`src/rtl/e203_int_evt_agg_pkg.sv`:
```
// Shared timing constants and FSM encoding for the interrupt event aggregator
// and its downstream pulse generator.
package e203_int_evt_agg_pkg;

  localparam int DEF_NUM_SRC     = 8;
  localparam int DEF_HOLDOFF_CYC = 256;

  typedef enum logic [1:0] {
    ST_IDLE = 2'd0,
    ST_FIRE = 2'd1,
    ST_HOLD = 2'd2
  } agg_state_t;

endpackage

```
`src/rtl/e203_int_evt_agg_if.sv`:
```
// Event, mask/clear register and status/request bundle of the event aggregator.
interface e203_int_evt_agg_if #(
  parameter int NUM_SRC = e203_int_evt_agg_pkg::DEF_NUM_SRC
);
  logic [NUM_SRC-1:0] evt_in;
  logic               mask_wr_en;
  logic [NUM_SRC-1:0] mask_wr_data;
  logic               clr_en;
  logic [NUM_SRC-1:0] clr_data;
  logic [NUM_SRC-1:0] mask;
  logic [NUM_SRC-1:0] pending;
  logic [NUM_SRC-1:0] ovf;
  logic               irq_pend;
  logic               pulse_start;
  logic               busy;

  modport master (
    output evt_in, mask_wr_en, mask_wr_data, clr_en, clr_data,
    input  mask, pending, ovf, irq_pend, pulse_start, busy
  );

  modport slave (
    input  evt_in, mask_wr_en, mask_wr_data, clr_en, clr_data,
    output mask, pending, ovf, irq_pend, pulse_start, busy
  );
endinterface

```
`src/rtl/e203_evt_edge_det.sv`:
```
// One event source: rising-edge detect, pending latch (set beats clear) and sticky overflow.
module e203_evt_edge_det (
  input  logic clk,
  input  logic rst_n,
  input  logic evt,
  input  logic clr,
  output logic pending,
  output logic ovf
);

  logic evt_q;
  logic pend_q;
  logic ovf_q;
  logic edge_hit;

  // evt_q resets low so a level held through reset release is seen as an edge.
  assign edge_hit = evt & ~evt_q;

  always_ff @(posedge clk) begin
    if (!rst_n) begin
      evt_q  <= 1'b0;
      pend_q <= 1'b0;
      ovf_q  <= 1'b0;
    end else begin
      evt_q <= evt;
      if (edge_hit)
        pend_q <= 1'b1;
      else if (clr)
        pend_q <= 1'b0;
      if (clr)
        ovf_q <= 1'b0;
      else if (edge_hit && pend_q)
        ovf_q <= 1'b1;
    end
  end

  assign pending = pend_q;
  assign ovf     = ovf_q;

endmodule

```
`src/rtl/e203_int_evt_agg.sv`:
```
// Aggregates per-source event edges into masked pending bits and issues one-cycle
// pulse_start requests, spaced by a hold-off so the pulse generator never overlaps.
module e203_int_evt_agg
  import e203_int_evt_agg_pkg::*;
#(
  parameter int NUM_SRC     = DEF_NUM_SRC,
  parameter int HOLDOFF_CYC = DEF_HOLDOFF_CYC
) (
  input  logic               sys_clk,
  input  logic               sys_rst_n,
  e203_int_evt_agg_if.slave  bus
);

  localparam int CNT_W = $clog2(HOLDOFF_CYC + 1);

  logic [NUM_SRC-1:0] pend_w;
  logic [NUM_SRC-1:0] ovf_w;
  logic [NUM_SRC-1:0] mask_q;
  logic               irq_w;
  agg_state_t         state_q;
  logic [CNT_W-1:0]   cnt_q;
  logic               pulse_q;
  logic               busy_q;

  for (genvar i = 0; i < NUM_SRC; i++) begin : g_src
    e203_evt_edge_det u_det (
      .clk     (sys_clk),
      .rst_n   (sys_rst_n),
      .evt     (bus.evt_in[i]),
      .clr     (bus.clr_en & bus.clr_data[i]),
      .pending (pend_w[i]),
      .ovf     (ovf_w[i])
    );
  end

  always_ff @(posedge sys_clk) begin
    if (!sys_rst_n)
      mask_q <= '0;
    else if (bus.mask_wr_en)
      mask_q <= bus.mask_wr_data;
  end

  assign irq_w = |(pend_w & mask_q);

  // Outputs are registered alongside the state so they change exactly with it.
  always_ff @(posedge sys_clk) begin
    if (!sys_rst_n) begin
      state_q <= ST_IDLE;
      cnt_q   <= '0;
      pulse_q <= 1'b0;
      busy_q  <= 1'b0;
    end else begin
      case (state_q)
        ST_IDLE: begin
          if (irq_w) begin
            state_q <= ST_FIRE;
            pulse_q <= 1'b1;
          end
        end
        ST_FIRE: begin
          cnt_q   <= CNT_W'(HOLDOFF_CYC - 1);
          state_q <= ST_HOLD;
          pulse_q <= 1'b0;
          busy_q  <= 1'b1;
        end
        ST_HOLD: begin
          if (cnt_q == '0) begin
            state_q <= ST_IDLE;
            busy_q  <= 1'b0;
          end else begin
            cnt_q <= cnt_q - CNT_W'(1);
          end
        end
        default: begin
          state_q <= ST_IDLE;
          pulse_q <= 1'b0;
          busy_q  <= 1'b0;
        end
      endcase
    end
  end

  assign bus.mask        = mask_q;
  assign bus.pending     = pend_w;
  assign bus.ovf         = ovf_w;
  assign bus.irq_pend    = irq_w;
  assign bus.pulse_start = pulse_q;
  assign bus.busy        = busy_q;

endmodule
```
`src/flat_wrapper.sv`:
```
// flat-port wrapper written by rule: the top's interface ports become plain ports
module e203_int_evt_agg_flat import e203_int_evt_agg_pkg::*;
#(
  parameter int NUM_SRC     = DEF_NUM_SRC,
  parameter int HOLDOFF_CYC = DEF_HOLDOFF_CYC
)
  (sys_clk, sys_rst_n, bus_evt_in, bus_mask_wr_en, bus_mask_wr_data, bus_clr_en, bus_clr_data, bus_mask, bus_pending, bus_ovf, bus_irq_pend, bus_pulse_start, bus_busy);
  e203_int_evt_agg_if #(.NUM_SRC(NUM_SRC)) bus_i ();
  input  logic sys_clk;
  input  logic sys_rst_n;
  input wire logic [$bits(bus_i.evt_in)-1:0] bus_evt_in;
  input wire logic [$bits(bus_i.mask_wr_en)-1:0] bus_mask_wr_en;
  input wire logic [$bits(bus_i.mask_wr_data)-1:0] bus_mask_wr_data;
  input wire logic [$bits(bus_i.clr_en)-1:0] bus_clr_en;
  input wire logic [$bits(bus_i.clr_data)-1:0] bus_clr_data;
  output wire logic [$bits(bus_i.mask)-1:0] bus_mask;
  output wire logic [$bits(bus_i.pending)-1:0] bus_pending;
  output wire logic [$bits(bus_i.ovf)-1:0] bus_ovf;
  output wire logic [$bits(bus_i.irq_pend)-1:0] bus_irq_pend;
  output wire logic [$bits(bus_i.pulse_start)-1:0] bus_pulse_start;
  output wire logic [$bits(bus_i.busy)-1:0] bus_busy;
  assign bus_i.evt_in = bus_evt_in;
  assign bus_i.mask_wr_en = bus_mask_wr_en;
  assign bus_i.mask_wr_data = bus_mask_wr_data;
  assign bus_i.clr_en = bus_clr_en;
  assign bus_i.clr_data = bus_clr_data;
  assign bus_mask = bus_i.mask;
  assign bus_pending = bus_i.pending;
  assign bus_ovf = bus_i.ovf;
  assign bus_irq_pend = bus_i.irq_pend;
  assign bus_pulse_start = bus_i.pulse_start;
  assign bus_busy = bus_i.busy;
  e203_int_evt_agg #(.NUM_SRC(NUM_SRC), .HOLDOFF_CYC(HOLDOFF_CYC)) u_core (.sys_clk(sys_clk), .sys_rst_n(sys_rst_n), .bus(bus_i));
endmodule
```
`config.mk`:
```
export PLATFORM = sky130hd
export DESIGN_NAME = e203_int_evt_agg_flat
export DESIGN_NICKNAME = d
export VERILOG_FILES = /design/src/rtl/e203_int_evt_agg_pkg.sv /design/src/rtl/e203_int_evt_agg_if.sv /design/src/rtl/e203_evt_edge_det.sv /design/src/rtl/e203_int_evt_agg.sv /design/src/flat_wrapper.sv
export SDC_FILE = /design/constraint.sdc
export NUM_CORES = 1
export LEC_CHECK = 0
export CAP_MARGIN = 10
export CORE_ASPECT_RATIO = 1.75
export CORE_MARGIN = 4
export CORE_UTILIZATION = 50
export DETAILED_ROUTE_END_ITERATION = 7
export PLACE_DENSITY = 0.87
export SETUP_SLACK_MARGIN = 0.3
export SLEW_MARGIN = 20
export SYNTH_ARGS = -nofsm -noshare
export SYNTH_HDL_FRONTEND = slang
export SYNTH_HIERARCHICAL = 1
export SYNTH_SLANG_ARGS = --single-unit
```
`constraint.sdc`:
```
create_clock -name sys_clk -period 3.35 [get_ports sys_clk]
set_input_delay 0.67 -clock sys_clk [delete_from_list [all_inputs] [get_ports sys_clk]]
set_output_delay 0.67 -clock sys_clk [all_outputs]
set_load 0.02 [all_outputs]
```
==> impl_metrics.env <==
export IMPL_fin_nets=288
export IMPL_critPathArrivalTime_ps=1640
export IMPL_htreeDepth=2
export IMPL_startpoint_type="flop"
export IMPL_clock_path_buffers=2
export IMPL_setup_tns_ps=0
export IMPL_synth_distinct_cells=36
export IMPL_seqCellArea_um2=901
export IMPL_ant_nets=0
export IMPL_netlist_instances=201
export IMPL_drt_pass1_iter_count=4
export IMPL_grt_pass1_vias=1567
export IMPL_grt_start_max_net_pins=23
export IMPL_fmax_mhz=433
export IMPL_holdBufCountCts=0
export IMPL_cts_setup_buffers=0
export IMPL_min_path_cells=2
export IMPL_cts_clk_slew_worst_paths_ps=80
export IMPL_hold_path_class="reg -> reg"
export IMPL_finalHoldViolations=0
export IMPL_clock_latency_ps=300
export IMPL_cts_resized_gates=0
export IMPL_diodes=0
export IMPL_io_buffers=54
export IMPL_areaGrowthSynthToFinish_pct=37.2
export IMPL_dpl_cell_area_mm2=0.00250
export IMPL_leakage_nw=0.992
export IMPL_syn_nets=230
export IMPL_period_needed_ps=2310
export IMPL_cts_buffers_inserted=5
export IMPL_wl_met2_um=2330
export IMPL_finalCritPeriodShare=0.690
export IMPL_start_util=0.521
export IMPL_dr_wl_met3_um=206
export IMPL_die_area_mm2=0.00491
export IMPL_overflow=0
export IMPL_ys_warn_count=6
export IMPL_layout_drive_gt1_share=0.0538
export IMPL_drt_iter0_drc=36
export IMPL_path_class="reg -> out"
export IMPL_slew_headroom=0.559
export IMPL_fillers=293
export IMPL_antenna_found_initial=0
export IMPL_max_cap_viol_count=0
export IMPL_p_per_area_mw_per_mm2=513
export IMPL_synth_top_cell_area_share=0.472
export IMPL_ys_seq_elements=45
export IMPL_synthesis_area_mm2=0.00191
export IMPL_route_layer_met1_wl_um=1580
export IMPL_final_core_util=0.715
export IMPL_viasPerCell=5.21
export IMPL_routed_top_layer="met4"
export IMPL_finalSetupViolCount=0
export IMPL_rows=29
export IMPL_die_w_um=54.7
export IMPL_root_buffer="clkbuf_8"
export IMPL_worstSetupEndpointType="output pin"
export IMPL_multiInputGateArea_um2=941
export IMPL_grt_pass1_wl_um=7040
export IMPL_peakVddDrop_mv=0.544
export IMPL_avgSynthCellArea_um2=9.50
export IMPL_rsz0062_at_grt="no"
export IMPL_design_portCount=55
export IMPL_maxSlewViolCount=0
export IMPL_status="finished, final reports clean"
export IMPL_pre_cts_ws_ps=1210
export IMPL_hpwl_um=3190
export IMPL_worst_slack_ps=1040
export IMPL_tightestPinTransition_ps=659
export IMPL_routed_wl_um=4230
export IMPL_core_area_mm2=0.00366
export IMPL_ys_seq_area_frac=0.472
export IMPL_gp_congestion=0.789
export IMPL_cts_tree="done"
export IMPL_wl_per_cell_um=13.8
export IMPL_drcViolationCount=0
export IMPL_synthTopCellsByArea="dfxtp_1 47%, nand2b_1 9.2%, and2_1 5.9%"
export IMPL_critPathRequiredTime_ps=2680
export IMPL_vias=1595
export IMPL_cts_sinks=45
export IMPL_die_y_um=89.7
export IMPL_yosysTopAreaCell="dfxtp_1"
export IMPL_grt_util_all_layers=0.193
export IMPL_final_area_mm2=0.00262
export IMPL_r2r_cells=6
export IMPL_crit_fanout=4
export IMPL_fin_skew_ps=6.44
## metal layers
layer	global-route usage	vias to the layer above
li1	-	810
met2	0.328	42
met5	0	-
met1	0.206	733
met3	0.0513	10
met4	0.0915	0
## sequential cells by signal, summed over array words and instances, names as in the netlist
| signal | cells |
|---|---|
| u_core/bus.mask | 8 |
| u_core/bus.pulse_start | 1 |
| u_core/g_src.u_det/ovf | 8 |
| u_core/g_src.u_det/evt_q | 8 |
| u_core/g_src.u_det/pending | 8 |
| u_core/cnt_q | 9 |
| u_core/bus.busy | 1 |
| u_core/state_q | 2 |
## placed cells by master (no fill, tap or decap), types with 3 or more instances in the layout
cell type	synthesis	layout
and2_1	18	18
nand2b_1	28	28
a21boi_0	3	3
clkbuf_8	0	6
clkdlybuf4s50_1	0	54
nor2_1	9	9
mux2i_1	8	8
a22oi_1	4	4
nor2b_1	9	9
a21oi_1	12	12
dfxtp_1	45	45
nand4_1	3	3
inv_1	13	13
nand3b_1	9	9
a21boi_1	8	8
## synthesized netlist by cell type
master,count
o221a_2,2
o21ai_0,2
a21boi_0,3
o2111a_1,1
nor2_1,9
nor3_2,1
o31a_1,1
nor2b_1,9
o21a_1,1
o211ai_1,1
a22oi_1,4
clkbuf_1,5
nor4_1,2
mux2i_1,8
or3_4,1
or3_1,1
dfxtp_1,45
o211a_1,1
nand2_1,2
nor3b_1,1
or4b_4,1
nand4_1,3
nor4b_1,1
a21boi_1,8
a31oi_1,2
nand4b_1,1
o32ai_1,1
nand3b_1,9
nand2b_1,28
inv_1,13
o31ai_1,1
o221ai_1,1
ha_1,1
and2_1,18
o311a_1,1
a21oi_1,12
## worst max-delay path, stage by stage (launching register included)
cell	delay (ps)
dfxtp_1	340
a22oi_1	260
nand4_1	160
clkdlybuf4s50_1	590
## stage by stage
| stage | instances | total power, mW | hold slack [ps] |
|---|---|---|---|
| after floorplan | 201 | 0.818 | 464 |
| after global placement | 298 | 0.931 | 429 |
| after detailed placement | 298 | 0.939 | 431 |
| after CTS | 306 | 1.36 | 444 |
| after global routing | 306 | 1.42 | 472 |
| final | 306 | 1.34 | 442 |
## final timing paths
kind | start | endpoint | slack, ps
max | u_core/g_src[5].u_det/pending$_SDFFE_PN0P_ | bus_irq_pend | 1040
max reg2reg | u_core/cnt_q[0]$_SDFFE_PN0P_ | u_core/cnt_q[1]$_SDFFE_PN0P_ | 1330
min | u_core/g_src[3].u_det/ovf$_SDFFE_PP0P_ | u_core/g_src[3].u_det/ovf$_SDFFE_PP0P_ | 440
min reg2reg | u_core/g_src[3].u_det/ovf$_SDFFE_PP0P_ | u_core/g_src[3].u_det/ovf$_SDFFE_PP0P_ | 440
## final cells by class
cell class | instances | share of cell area
well taps | 46 | 0.0220
clock buffers | 7 | 0.0330
inverters | 13 | 0.0186
clock inverters | 1 | 0.0115
repair buffers | 56 | 0.212
multi-input cells | 138 | 0.359
flip-flops and latches | 45 | 0.344
## kinds of logic (layout without fill, tap and decap cells)
family / count (synthesis) / count (layout) / share of synthesized area
buf+inv: 18 / 77 / 0.0354
mux: 8 / 8 / 0.0419
fa+ha+maj: 1 / 1 / 0.00655
compound gates: 42 / 42 / 0.156
flops: 45 / 45 / 0.472
simple gates: 87 / 87 / 0.288
## power by group
group / leakage, nW / internal, mW / switching [mW]
sequential: 0.371 / 0.580 / 0.0491
clock: 0.0585 / 0.243 / 0.173
combinational: 0.563 / 0.159 / 0.140
Note: power is estimated with default switching activity, not from simulation.
